File: src/rtl/alu_operand_collector.sv
// Operand-fetch stage for the SIMD adder: reads 3 or 4 operands over one RF read port.
// Optional ALU_OPC_R0_ZERO_EN makes register 0 read as constant zero.
module alu_operand_collector #(
   parameter int unsigned AW = 5
) (
   input  logic          clk,
   input  logic          rst,
   input  logic          req_valid,
   output logic          req_ready,
   input  logic          req_form,
   input  logic [1:0]    req_vec,
   input  logic [AW-1:0] req_ra,
   input  logic [AW-1:0] req_rb,
   input  logic [AW-1:0] req_rc,
   input  logic [AW-1:0] req_rd,
   output logic          rf_en,
   output logic [AW-1:0] rf_addr,
   input  logic [31:0]   rf_rdata,
   output logic          op_valid,
   input  logic          op_ready,
   output logic          op_form,
   output logic [1:0]    op_vec,
   output logic [31:0]   op_a,
   output logic [31:0]   op_b,
   output logic [31:0]   op_c,
   output logic [31:0]   op_d
);

`ifdef ALU_OPC_R0_ZERO_EN
   localparam bit R0Z = 1'b1;
`else
   localparam bit R0Z = 1'b0;
`endif

   typedef enum logic [1:0] {IDLE, READ, HOLD} state_t;

   state_t        state;
   logic [AW-1:0] addr [4];
   logic [31:0]   slot [4];
   logic [2:0]    n;
   logic [2:0]    iss;
   logic [2:0]    cap;
   // iss_v/iss_z describe the current issue cycle; cap_v/cap_z the following data cycle
   logic          iss_v, iss_z, cap_v, cap_z;

   function automatic logic is_zero(input logic [AW-1:0] a);
      return R0Z && (a == '0);
   endfunction

   assign op_a = slot[0];
   assign op_b = slot[1];
   assign op_c = slot[2];
   assign op_d = slot[3];

   always_ff @(posedge clk) begin
      if (rst) begin
         state     <= IDLE;
         req_ready <= 1'b0;
         rf_en     <= 1'b0;
         rf_addr   <= '0;
         op_valid  <= 1'b0;
         op_form   <= 1'b0;
         op_vec    <= 2'd0;
         n         <= 3'd4;
         iss       <= 3'd0;
         cap       <= 3'd0;
         iss_v     <= 1'b0;
         iss_z     <= 1'b0;
         cap_v     <= 1'b0;
         cap_z     <= 1'b0;
         for (int i = 0; i < 4; i++) begin
            addr[i] <= '0;
            slot[i] <= '0;
         end
      end else begin
         cap_v   <= iss_v;
         cap_z   <= iss_z;
         iss_v   <= 1'b0;
         iss_z   <= 1'b0;
         rf_en   <= 1'b0;
         rf_addr <= '0;
         case (state)
            IDLE: begin
               req_ready <= 1'b1;
               if (req_valid && req_ready) begin
                  req_ready <= 1'b0;
                  op_form   <= req_form;
                  op_vec    <= req_vec;
                  n         <= (req_form && req_vec != 2'd3) ? 3'd3 : 3'd4;
                  addr[0]   <= req_ra;
                  addr[1]   <= req_rb;
                  addr[2]   <= req_rc;
                  addr[3]   <= req_rd;
                  for (int i = 0; i < 4; i++) slot[i] <= '0;
                  // slot A is issued on the accept edge so rf_en is high in cycle 1
                  iss_v     <= 1'b1;
                  iss_z     <= is_zero(req_ra);
                  rf_en     <= !is_zero(req_ra);
                  rf_addr   <= req_ra;
                  iss       <= 3'd1;
                  cap       <= 3'd0;
                  state     <= READ;
               end
            end
            READ: begin
               if (iss < n) begin
                  iss_v   <= 1'b1;
                  iss_z   <= is_zero(addr[iss[1:0]]);
                  rf_en   <= !is_zero(addr[iss[1:0]]);
                  rf_addr <= addr[iss[1:0]];
                  iss     <= iss + 3'd1;
               end
               if (cap_v) begin
                  slot[cap[1:0]] <= cap_z ? 32'd0 : rf_rdata;
                  cap            <= cap + 3'd1;
                  if (cap == n - 3'd1) begin
                     op_valid <= 1'b1;
                     state    <= HOLD;
                  end
               end
            end
            HOLD: begin
               if (op_ready) begin
                  op_valid  <= 1'b0;
                  req_ready <= 1'b1;
                  state     <= IDLE;
               end
            end
            default: state <= IDLE;
         endcase
      end
   end

endmodule

File: config.mk
export PLATFORM = sky130hd
export DESIGN_NAME = alu_operand_collector
export DESIGN_NICKNAME = d
export VERILOG_FILES = /design/src/rtl/alu_operand_collector.sv
export SDC_FILE = /design/constraint.sdc
export NUM_CORES = 1
export LEC_CHECK = 0
export ABC_AREA = 0
export CAP_MARGIN = 20
export CELL_PAD_IN_SITES_DETAIL_PLACEMENT = 1
export CELL_PAD_IN_SITES_GLOBAL_PLACEMENT = 1
export CORE_ASPECT_RATIO = 1.1
export CORE_MARGIN = 2
export CORE_UTILIZATION = 40
export CTS_BUF_LIST = sky130_fd_sc_hd__clkbuf_4 sky130_fd_sc_hd__clkbuf_8
export CTS_CLUSTER_SIZE = 16
export DETAILED_ROUTE_END_ITERATION = 12
export GPL_TIMING_DRIVEN = 0
export PLACE_DENSITY_LB_ADDON = 0.15
export SYNTH_ARGS = -nofsm -noshare
export SYNTH_HDL_FRONTEND = slang
export SYNTH_SLANG_ARGS = --single-unit
File: constraint.sdc
create_clock -name clk -period 7.2 [get_ports clk]
set_clock_uncertainty 0.2 [all_clocks]
set_input_delay 1.08 -clock clk [delete_from_list [all_inputs] [get_ports clk]]
set_output_delay 1.08 -clock clk [all_outputs]
set_load 0.02 [all_outputs]
==> run metrics, run 1 <==
status=complete, no violations; total gr overflow=0; Hold Path Depth=2; most frequent cells after synthesis=and3_1 (149), edfxtp_1 (148), dfxtp_1 (24); WL final=19300 um; mean post-synth cell area=15.2 um2; post-cts gate resize count=0; main combinational cell family by area after synthesis=simple AND/OR/NAND/NOR gates; hold crit path type=register to register; post-synth top area share=roughly two thirds; Peak VDD IR=141 uV; port bufs=approximately 200; P&R area growth vs syn=40.7%; ys async rst share=0%; initial core utilization=40.4%; Worst-Margin Slew=0.898 ns; syn nets=513; Hold-fix buffers, CTS=0; die width=128 um; fraction of layout cells with a size suffix above 1=10.3%; Int Power=0.00162 W; Yosys top cell by area=edfxtp_1; hold path startpoint=op_vec[0]; nets@finish=733; critical path required time=7.18 ns; Root Driver=clkbuf_8; pwr dens=226 nW/um2; DIE HEIGHT=141 um; vias per inst=5.28; RePlAce Congestion=0.750; CTS tree=yes; post-DP HPWL=around 14000 um; CP Data Arrival Time=3.41 ns; Period Utilization, post-route=47.6%; # diodes=0; XOR/XNOR Fraction of Synth Area=0.387%; CTS clk-pin slew, worst paths=0.09 ns; via count=about 4.7k; adder-cell share of the synthesized area=1.29%; min Tclk post-route=3.43 ns; Critical R2R Capture=slot[2][15]; finished layout cell area=9560 um2; DRC viols=0; CP bufs+invs=5; FP Rows=50; Clock power frac=33.4%; Crit path max-delay family=buffers and inverters; Final Max Tran Viols=0; leakage power=4.04 nW; Seq pwr share=53.5%; total CTS buffers=17; maxcap violations=0; number of cells after detailed placement=855; setup TNS=0 ns; Comb power frac=13.0%; RSZ-0062 raised after global routing=false; # IOs=198; Top cell by count, worst path=buf_16; NetSw=approximately 0.00054 W; unique cell type count in the Yosys netlist=40; routed len/inst=21.7 um; Synth area leaders=edfxtp_1 (65%), and3_1 (14%), dfxtp_1 (7.1%); CP Capture Type=register; Cells after Synth=447; mux cell area share after synthesis=2.12%; compound-gate portion of the synthesized area=between 3 and 4%; Post-synth EDFFs=148; Worst Reg2Reg Path Length in Cells=7; vias in the first global route=5102; Worst Hold End=op_vec[0]; First DRT Iteration DRCs=295; Critical Path Max Stage Delay=0.65 ns; mapped cell area=6800 um2; Max Fclk=0.292 GHz; final setup violation count=0; critical path, cell by cell=clkdlybuf4s50_1 -> inv_1 -> buf_2 -> nand2_1 -> buf_16 -> a21o_1 -> buf_16; Post-CTS Setup Bufs=0; first-pass GRT wire length=28900 um; CTS HTree Levels=4; register area share after synthesis=approximately 72%; initial antenna violation count=0; Cell Area, Placed=9110 um2; largest net degree at the start of global routing=33; clock buffer depth=2; r2r startpoint=state[1]; flop-to-flop setup slack=4.51 ns; ys flop type=edfxtp_1; simple-gate share of the synthesized area=roughly 16%; Core Footprint=16800 um2; critical path peak fanout=24; Final Hold Fails=0; switch share=25.1%; GRT Util Overall=21.6%; clk_lat worst skew=0.47 ns; post-route ant nets=0; final core utilization=56.8%; Clock Sinks=approximately 170; critical path launch point type=primary input; FF+latch count, synth=172; slew margin rel.=40.1%; Setup CP Type=primary input to register; Ys Warns=0; total power=0.00216 W; die area=18100 um2; Non-Filler Instances=888; Worst path slowest cell=a21o_1; most common cell in the netlist=and3_1; DR pass1 iterations=4
## cells by family (layout without fill, tap and decap cells)
| kind of cell | after synthesis | after routing |
|---|---|---|
| mux | 8 | 8 |
| simple gates | 179 | 179 |
| compound gates | 30 | 30 |
| fa+ha+maj | 7 | 7 |
| xor+xnor | 3 | 3 |
| buf+inv | 48 | 281 |
| flops | 172 | 172 |
## cells in the final DEF (no fill, tap or decap), types with 3 or more instances in the layout
master	n
a21o_1	4
a21oi_1	7
a31o_2	5
and3_1	149
buf_16	4
buf_2	5
buf_6	11
bufinv_16	3
clkbuf_1	20
clkbuf_8	17
clkdlybuf4s50_1	197
clkinv_4	4
dfxtp_1	24
edfxtp_1	148
ha_1	7
inv_1	10
mux4_2	5
nand2_1	12
nand3b_1	3
nor2_1	3
## worst max-delay path by stage
stage,start,endpoint,slack (ns),depth (start not counted)
floorplan,req_valid,slot[0][0],3.95,4
global placement,rst,slot[0][0],2.58,5
detailed placement,rst,slot[2][13],2.81,6
CTS,rst,slot[2][15],3.32,6
global route,rst,slot[2][15],3.64,7
finish,rst,slot[2][15],3.77,7
## metrics by stage
step	hold WS [ns]	setup WS, ns
2_1_floorplan	0.263	3.95
3_3_place_gp	0.252	2.58
5_1_grt	0.301	3.64
3_5_place_dp	0.259	2.81
4_1_cts	0.275	3.32
6_report	0.269	3.77
## state kept, by name, indices dropped and copies added (netlist names), named ones only
register,cells
cap_v,1
state,2
addr,20
slot,128
iss,3
op_valid,1
req_ready,1
rf_addr,5
op_vec,2
op_form,1
cap,3
iss_v,1
n,2
## worst reg2reg max path: stages, from the launching register on
cell,delay (ns)
dfxtp_1,0.31
buf_4,0.17
nand4bb_1,0.17
buf_2,0.19
nand2_1,0.25
buf_16,0.22
a21o_1,0.66
buf_16,0.24
## power groups by stage
stage               sequential, W  clock, W  combinational (W)
floorplan                 0.00124         0          0.0000567
global placement          0.00118         0           0.000266
detailed placement        0.00118         0           0.000281
CTS                       0.00116  0.000739           0.000282
global route              0.00116  0.000772           0.000296
finish                    0.00116  0.000724           0.000282
## area by class of cell
| type | instances | area, um2 |
|---|---|---|
| fillers | 1626 | 7260 |
| plain buffers | 38 | 239 |
| multi-input cells | 227 | 1600 |
| clock buffers | 17 | 234 |
| repair buffers | 201 | 2080 |
| flip-flops and latches | 172 | 4920 |
| clock inverters | 15 | 189 |
| well taps | 208 | 260 |
| inverters | 10 | 37.5 |
## layer usage
metal	up-vias	global-route usage (%)	part of all wire, %
met5	-	0	0
met4	0	6.30	1.2
met3	18	5.39	6.3
met2	170	39.8	54
met1	2362	24.6	38
li1	2136	-	-
(Power assumes the default switching activity.)
==> run 2: changes to the inputs <==
--- a/config.mk
+++ b/config.mk
@@ -11,7 +11,7 @@
 export CELL_PAD_IN_SITES_GLOBAL_PLACEMENT = 1
 export CORE_ASPECT_RATIO = 1.1
 export CORE_MARGIN = 2
-export CORE_UTILIZATION = 40
+export CORE_UTILIZATION = 36
 export CTS_BUF_LIST = sky130_fd_sc_hd__clkbuf_4 sky130_fd_sc_hd__clkbuf_8
 export CTS_CLUSTER_SIZE = 16
 export DETAILED_ROUTE_END_ITERATION = 12
==> constraint.sdc (replaced) <==
create_clock -name clk -period 3.11 [get_ports clk]
set_clock_uncertainty 0.2 [all_clocks]
set_input_delay 0.4665 -clock clk [delete_from_list [all_inputs] [get_ports clk]]
set_output_delay 0.4665 -clock clk [all_outputs]
set_load 0.02 [all_outputs]
==> run 2 against run 1 <==
  * Sequential power grew 130%
  * Sequential share of layout area about the same
  * Utilization down 5.1 points
  * Non-clock buffer count stayed put
  * Design area barely moved
  * Via count decreased by 1.4%
==> run metrics, run 2 (synthesis results as in run 1) <==
fraction of layout cells with a size suffix above 1=10.2% (-0.13 points); WL final=19100 um (-0.80%); Biggest register=slot; commonest non-fill, non-tap cell in the layout=clkdlybuf4s50_1; vias per inst=5.01 (-5.0%); flop-to-flop setup slack=0.32 ns (-4.19 ns); Seq. cell area=4920 um2 (unchanged); via count=4622 (-1.4%); critical path required time=3.07 ns (-4.11 ns); total gr overflow=0 (unchanged); port bufs=197 (unchanged); Final Hold Fails=0 (unchanged); DR pass1 iterations=4 (unchanged); setup TNS=0 ns (unchanged); RSZ-0062 raised after global routing=false; CP Data Arrival Time=2.81 ns (-0.60 ns); DIE HEIGHT=148 um (+5.3%); Period Utilization, post-route=91.9%; maxcap violations=0 (unchanged); DRC viols=0 (unchanged); total CTS buffers=17 (unchanged); CTS clk-pin slew, worst paths=0.09 ns (about the same); final worst slack=0.253 ns (-3.52 ns); # IOs=198 (unchanged); initial antenna violation count=0 (unchanged); first-pass GRT wire length=28300 um (-2.1%); min Tclk post-route=around 2.9 ns; CTS tree=yes; r2r startpoint=state[0]; RePlAce Congestion=0.745 (-0.73%); critical path, cell by cell=clkdlybuf4s50_1 -> inv_1 -> buf_2 -> nand2_2 -> a21o_1 -> buf_16; critical path peak fanout=27 (+13%); pwr dens=511 nW/um2 (+130%); post-cts gate resize count=1 (+1); Setup CP Type=primary input to register; slew margin rel.=41.9% (+1.8 points); max reg flops=128 (unchanged); Core Footprint=18500 um2 (+9.8%); CP Capture Type=register; leakage power=4.02 nW (-0.51%); Cell Area, Placed=9170 um2 (+0.65%); multi-input logic area=1600 um2 (+0.16%); GRT Util Overall=19.1% (-2.5 points); P&R area growth vs syn=40.6% (about the same); vias in the first global route=4862 (-4.7%); FILL cells=1873 (+15%); clk_lat worst skew=0.46 ns (about the same); Max Fclk=roughly 0.35 GHz; largest net degree at the start of global routing=33 (unchanged); initial core utilization=36.8% (-3.6 points); Root Driver=clkbuf_8; Clock Sinks=172 (unchanged); Post-CTS Setup Bufs=0 (unchanged); hold path startpoint=op_form; Critical Path Max Stage Delay=0.68 ns (+0.03 ns); total power=0.00488 W (+130%); CTS HTree Levels=4 (unchanged); Worst path slowest cell=a21o_1; Hold-fix buffers, CTS=0 (unchanged); die width=135 um (+5.2%); status=complete, no violations; top flop regs=slot: 128 flops, addr: 20 flops, rf_addr: 5 flops; final hold slack=0.264 ns (-0.00551 ns); critical path launch point type=primary input; First DRT Iteration DRCs=247 (-16%); routed len/inst=20.7 um (-4.5%); final setup violation count=0 (unchanged); post-route ant nets=0 (unchanged); Crit. Startpoint=rst; Worst-Margin Slew=0.871 ns (-0.0271 ns); Post-Place Setup Slack=-0.644 ns (-3.45 ns); post-DP HPWL=14200 um (+0.85%); finished layout cell area=9560 um2 (about the same); commonest non-fill, non-tap cells in the layout=clkdlybuf4s50_1 (197), and3_1 (149), edfxtp_1 (148), dfxtp_1 (24), clkbuf_1 (20); Final Max Tran Viols=0 (unchanged); hold crit path type=register to register; # diodes=0 (unchanged); Peak VDD IR=253 uV (+80%); die area=20000 um2 (+11%); FP Rows=52 (+4.0%); clock buffer depth=2 (unchanged); nets@finish=733 (unchanged)
-- run 2: cell types whose count changed in the layout (fill, tap and decap cells not counted), sizes merged --
cell      before  now
clkbuf        37   38
clkinvlp       2    1
bufinv         3    2
-- run 2: layout make-up --
class / count / area share, %
timing repair buffer: 201 / 21.7
buffer: 38 / 2.50
inverter: 10 / 0.393
clock buffer: 18 / 2.53
sequential: 172 / 51.5
multi-input combinational: 227 / 16.7
clock inverter: 13 / 1.48
tap: 243 / 3.18
-- run 2: where the power goes --
| part | internal, W | total (W) | switching, W |
|---|---|---|---|
| clock | 0.000725 | 0.00156 | 0.000832 |
| combinational | 0.000305 | 0.000647 | 0.000342 |
| sequential | 0.00264 | 0.00268 | 0.0000451 |
| total | 0.00367 | 0.00488 | 0.00122 |
-- run 2: worst paths after layout --
| check | endpoint | depth (start not counted) |
|---|---|---|
| hold reg to reg | op_form | 2 |
| hold / removal | op_form | 2 |
| setup reg to reg | slot[0][26] | 6 |
| setup / recovery | slot[0][26] | 6 |
-- run 2: stage by stage --
step / std cells / utilization (%)
floorplan: 447 / -
global placement: 887 / 49.1
detailed placement: 891 / 49.6
CTS: 922 / 51.7
global route: 922 / 51.7
finish: 922 / 51.7
-- run 2: per-layer routing --
metal | vias to the layer above | part of all wire (%) | track usage (%)
li1 | 2144 | - | -
met1 | 2313 | 40 | 22.3
met2 | 146 | 52 | 34.6
met3 | 19 | 6.0 | 4.91
met4 | 0 | 1.2 | 5.36
met5 | - | 0 | 0
-- run 2: worst max-delay path: cells and delay by family --
family,cells,cell delay [ns]
compound gates,1,0.68
buf+inv,4,1.15
simple gates,1,0.50
==> run 3: changes to the inputs <==
--- a/config.mk
+++ b/config.mk
@@ -17,6 +17,7 @@
 export DETAILED_ROUTE_END_ITERATION = 12
 export GPL_TIMING_DRIVEN = 0
 export PLACE_DENSITY_LB_ADDON = 0.15
+export REMOVE_ABC_BUFFERS = 1
 export SYNTH_ARGS = -nofsm -noshare
 export SYNTH_HDL_FRONTEND = slang
 export SYNTH_SLANG_ARGS = --single-unit
==> run 3 against run 2 <==
  * Utilization fell by 0.12 points
  * Non-clock buffer count fell by 30
  * Design area is 0.22% lower
  * Largest cell class unchanged
  * Maximum frequency grew 1.6%
  * Hold slack barely moved
  * First-iteration DRC count grew 13%
  * Combinational power down 2%
==> run metrics, run 3 (synthesis results as in run 1) <==
Seq. cell area=4920 um2 (unchanged); leakage power=3.98 nW (-0.97%); Peak VDD IR=239 uV (-5.6%); Clock Sinks=172 (unchanged); CTS tree=yes; top flop regs=slot: 128 flops, addr: 20 flops, rf_addr: 5 flops; GRT Util Overall=19.0% (-0.12 points); Hold-fix buffers, CTS=0 (unchanged); setup TNS=0 ns (unchanged); total gr overflow=0 (unchanged); post-route ant nets=0 (unchanged); max reg flops=128 (unchanged); CP Data Arrival Time=2.77 ns (-0.04 ns); Final Max Tran Viols=0 (unchanged); DRC viols=0 (unchanged); clock buffer depth=2 (unchanged); vias in the first global route=4812 (-1.0%); met1 wire length=7470 um (-3.2%); routed len/inst=20.9 um (+0.97%); Cell Area, Placed=9100 um2 (-0.82%); via count=4518 (-2.3%); fraction of layout cells with a size suffix above 1=10.3% (+0.13 points); final core utilization=51.6% (-0.12 points); initial core utilization=36.8% (unchanged); critical path launch point type=primary input; Core Footprint=18500 um2 (unchanged); vias per inst=5.05 (+0.81%); pwr dens=523 nW/um2 (+2.4%); # diodes=0 (unchanged); slew margin rel.=36.3% (-5.6 points); die width=135 um (unchanged); hold crit path type=register to register; status=complete, no violations; total CTS buffers=17 (unchanged); final setup violation count=0 (unchanged); FILL cells=1827 (-2.5%); Biggest register=slot; highest routed layer=met4; RePlAce Congestion=0.697 (-6.4%); first-pass GRT wire length=28400 um (+0.17%); CTS HTree Levels=4 (unchanged); Worst-Margin Slew=0.953 ns (+0.0817 ns); post-DP HPWL=12800 um (-9.8%); Final Hold Fails=0 (unchanged); commonest non-fill, non-tap cells in the layout=clkdlybuf4s50_1 (196), and3_1 (149), edfxtp_1 (148), dfxtp_1 (24), clkbuf_8 (17); met3 wire len=1110 um (-3.3%); critical path required time=3.07 ns (about the same); clk_lat worst skew=0.46 ns (about the same); RSZ-0062 raised after global routing=false; Setup CP Type=primary input to register; commonest non-fill, non-tap cell in the layout=clkdlybuf4s50_1; DR pass1 iterations=4 (unchanged); Max Fclk=0.356 GHz (+1.6%); finished layout cell area=9540 um2 (-0.22%); Root Driver=clkbuf_8; maxcap violations=0 (unchanged); die area=20000 um2 (unchanged); met2 wire length=9930 um (-0.76%); DIE HEIGHT=148 um (unchanged); CP Capture Type=register; WL final=18700 um (-2.1%); P&R area growth vs syn=40.3%; # IOs=198 (unchanged); First DRT Iteration DRCs=278 (+13%); port bufs=197 (unchanged); min Tclk post-route=2.81 ns (-0.0444 ns); CTS clk-pin slew, worst paths=0.10 ns (about the same); final hold slack=0.264 ns (+0.000393 ns); critical path peak fanout=27 (unchanged); nets@finish=704 (-4.0%); largest net degree at the start of global routing=39 (+18%); FP Rows=52 (unchanged); Period Utilization, post-route=90.4% (-1.4 points); multi-input logic area=1610 um2 (+0.55%); initial antenna violation count=0 (unchanged)
[run 3: power by group]
part,switching (W),internal [W]
sequential,0.0000502,0.00264
combinational,0.000336,0.000297
clock,0.000853,0.000821
[run 3: per-layer routing]
| layer | global-route usage (%) | up-vias |
|---|---|---|
| met2 | 34.5 | 154 |
| met1 | 22.0 | 2264 |
| met4 | 5.78 | 0 |
| met5 | 0 | - |
| met3 | 4.70 | 14 |
| li1 | - | 2086 |
[run 3: cell type report]
cell class                 instances  share of cell area, %
inverter                          10                  0.433
timing repair buffer             209                   23.4
clock buffer                      18                   2.53
multi-input combinational        227                   16.9
clock inverter                    14                   1.92
tap                              243                   3.19
timing repair inverter             1                 0.0525
sequential                       172                   51.6
[run 3: final timing paths]
path / from / endpoint / slack, ns / cells after the start
max: rst / slot[2][9] / 0.30 / 5
min: op_vec[1] / op_vec[1] / 0.26 / 2
min reg2reg: op_vec[1] / op_vec[1] / 0.26 / 2
max reg2reg: state[1] / slot[2][9] / 0.34 / 4
[run 3: repair_timing]
item | CTS | global route
hold endpoints to repair | 0 | 0
setup buffers | 0 | 0
resized for setup | 4 | 0
endpoints found under the setup margin | 128 | 0
[run 3: stage by stage]
step                std cells  setup WS [ns]  total power [W]
floorplan                 409         -0.505          0.00298
global placement          849          -2.87          0.00334
detailed placement        861          -1.13          0.00338
CTS                       894          0.232          0.00504
global route              894         0.0910          0.00518
finish                    894          0.298          0.00499
[run 3: critical path, stage by stage]
cell and delay, ns:
dlygate4sd2_1 0.67, clkinvlp_4 0.50, nand2_4 0.41, a21o_2 0.47
buf_16 0.23
==> edit (config.mk and constraints of run 3) <==
Change the parameter `AW` from 5 to 4.
--- a/src/rtl/alu_operand_collector.sv
+++ b/src/rtl/alu_operand_collector.sv
@@ -1,7 +1,7 @@
 // Operand-fetch stage for the SIMD adder: reads 3 or 4 operands over one RF read port.
 // Optional ALU_OPC_R0_ZERO_EN makes register 0 read as constant zero.
 module alu_operand_collector #(
-   parameter int unsigned AW = 5
+   parameter int unsigned AW = 4
 ) (
    input  logic          clk,
    input  logic          rst,
Ports: changed (5 resized); port bits go from 198 to 193. The function was not compared with the original's and may differ.
==> edit against run 3 <==
Synthesized area fell by 4.1%. Global-route usage fell by 1.1 points. Maximum frequency is 2.8% lower. Cell area decreased by 4.1%. Power shrank 5.8%. Sequential cell count down 5. Hold slack improved by 0.0026 ns. Routed wire length is 7.9% lower. Worst setup slack worse by 0.082 ns. Critical path type unchanged.
==> edit: results <==
{
  "status": "finished, final reports clean",
  "drt-total-wl_um": 17200,
  "timing.slew.headroom_pct": 55.9,
  "fin_worst_hold_slack_ns": 0.267,
  "synth_edf_count": 144,
  "irDropWorstVdd_v": 0.000252,
  "synth.area.top_cells": "edfxtp_1, and2_1, dfxtp_1, and3_1, mux4_2",
  "num_vias": 4092,
  "met1_usage_pct": 21.4,
  "hold_end": "op_vec[0]",
  "globalplace.congestion": 0.767,
  "cp_top_family": "simple AND/OR/NAND/NOR gates",
  "grt_max_degree": 33,
  "rr_worst_depth": 3,
  "pre_cts_ws_ns": -1.11,
  "cpMaxStageDelayCell": "clkdlybuf4s50_1",
  "grt.met3_usage_pct": 5.00,
  "syn_avg_cell_area_um2": 15.3,
  "wl_met3_um": 978,
  "yosysSeqAreaShare_pct": 73.4,
  "worst_path_largest_cell_delay_ns": 0.74,
  "hpwlAfterDp_um": 11000,
  "yosys-top-cells-count": "edfxtp_1, and2_1, dfxtp_1, and3_1, clkbuf_2",
  "drt-met1-wl_um": 7280,
  "synth_cell_types": 46,
  "grtUsageMet2_pct": 30.8,
  "grtUsageTotal_pct": 17.8,
  "arrival_ns": 2.79,
  "p_per_area_nw_per_um2": 514,
  "grt_pass1_vias": 4439,
  "wl_met2_um": 8770,
  "portBuffers": 192,
  "fin_nets": 686,
  "pwr-share-seq_pct": 55.5,
  "dpl_cell_area_um2": 8710,
  "drtPass1Iterations": 6,
  "reg.largest.list": "slot x128, addr x16, rf_addr x4",
  "avgRoutedWirePerCell_um": 19.7,
  "grt_pass1_wl_um": 25600,
  "dp_cells": 839,
  "worstHoldStart": "op_vec[0]"
}
-- edit: cell count changes after synthesis, moves of 2 or more --
| cell | before | now |
|---|---|---|
| and3_1 | 149 | 20 |
| and2_1 | 0 | 128 |
| clkbuf_1 | 20 | 2 |
| clkbuf_2 | 0 | 13 |
| buf_6 | 11 | 3 |
| a21o_1 | 5 | 1 |
| a31o_2 | 5 | 1 |
| edfxtp_1 | 148 | 144 |
| o21bai_1 | 0 | 4 |
| or2_2 | 0 | 4 |
| buf_2 | 5 | 2 |
| buf_4 | 2 | 0 |
| nand2_1 | 12 | 10 |
| nand3b_1 | 3 | 5 |
-- edit: logic make-up after synthesis --
family	after synthesis	synth area share, %
and+or+nand+nor	186	17.9
xor gates and xnor gates	3	0.403
adders and majority gates	7	1.34
muxes	7	1.92
DFF	167	73.4
AOI/OAI and AO/OA	25	2.67
buffers and inverters	30	2.36
-- edit: layout make-up --
cell class,instances,area (um^2),share of cell area [%]
clock inverter,15,146,1.60
multi-input combinational,232,1640,17.9
tap,238,298,3.26
timing repair buffer,196,2010,21.9
inverter,10,37.5,0.410
antenna,1,2.50,0.0274
clock buffer,17,234,2.56
sequential,167,4780,52.3
-- edit: repair_timing --
action	in CTS	in global routing
setup endpoints to repair	128	128
resized for setup	8	5
gates cloned	1	3
-- edit: worst max-delay path by stage --
stage / from / endpoint / slack (ns) / depth (start not counted)
finish: rst / slot[3][16] / 0.22 / 5
global route: rst / slot[3][14] / 0.05 / 5
global placement: rst / slot[0][8] / -1.41 / 4
CTS: rst / slot[2][11] / 0.008 / 5
detailed placement: rst / slot[2][24] / -1.11 / 5
floorplan: rst / slot[0][0] / 0.76 / 3
-- edit: tightest hold or removal path, stage by stage, from the launching register on --
cell and delay, ns:
dfxtp_1 0.32, nand2_1 0.05, a21oi_1 0.05
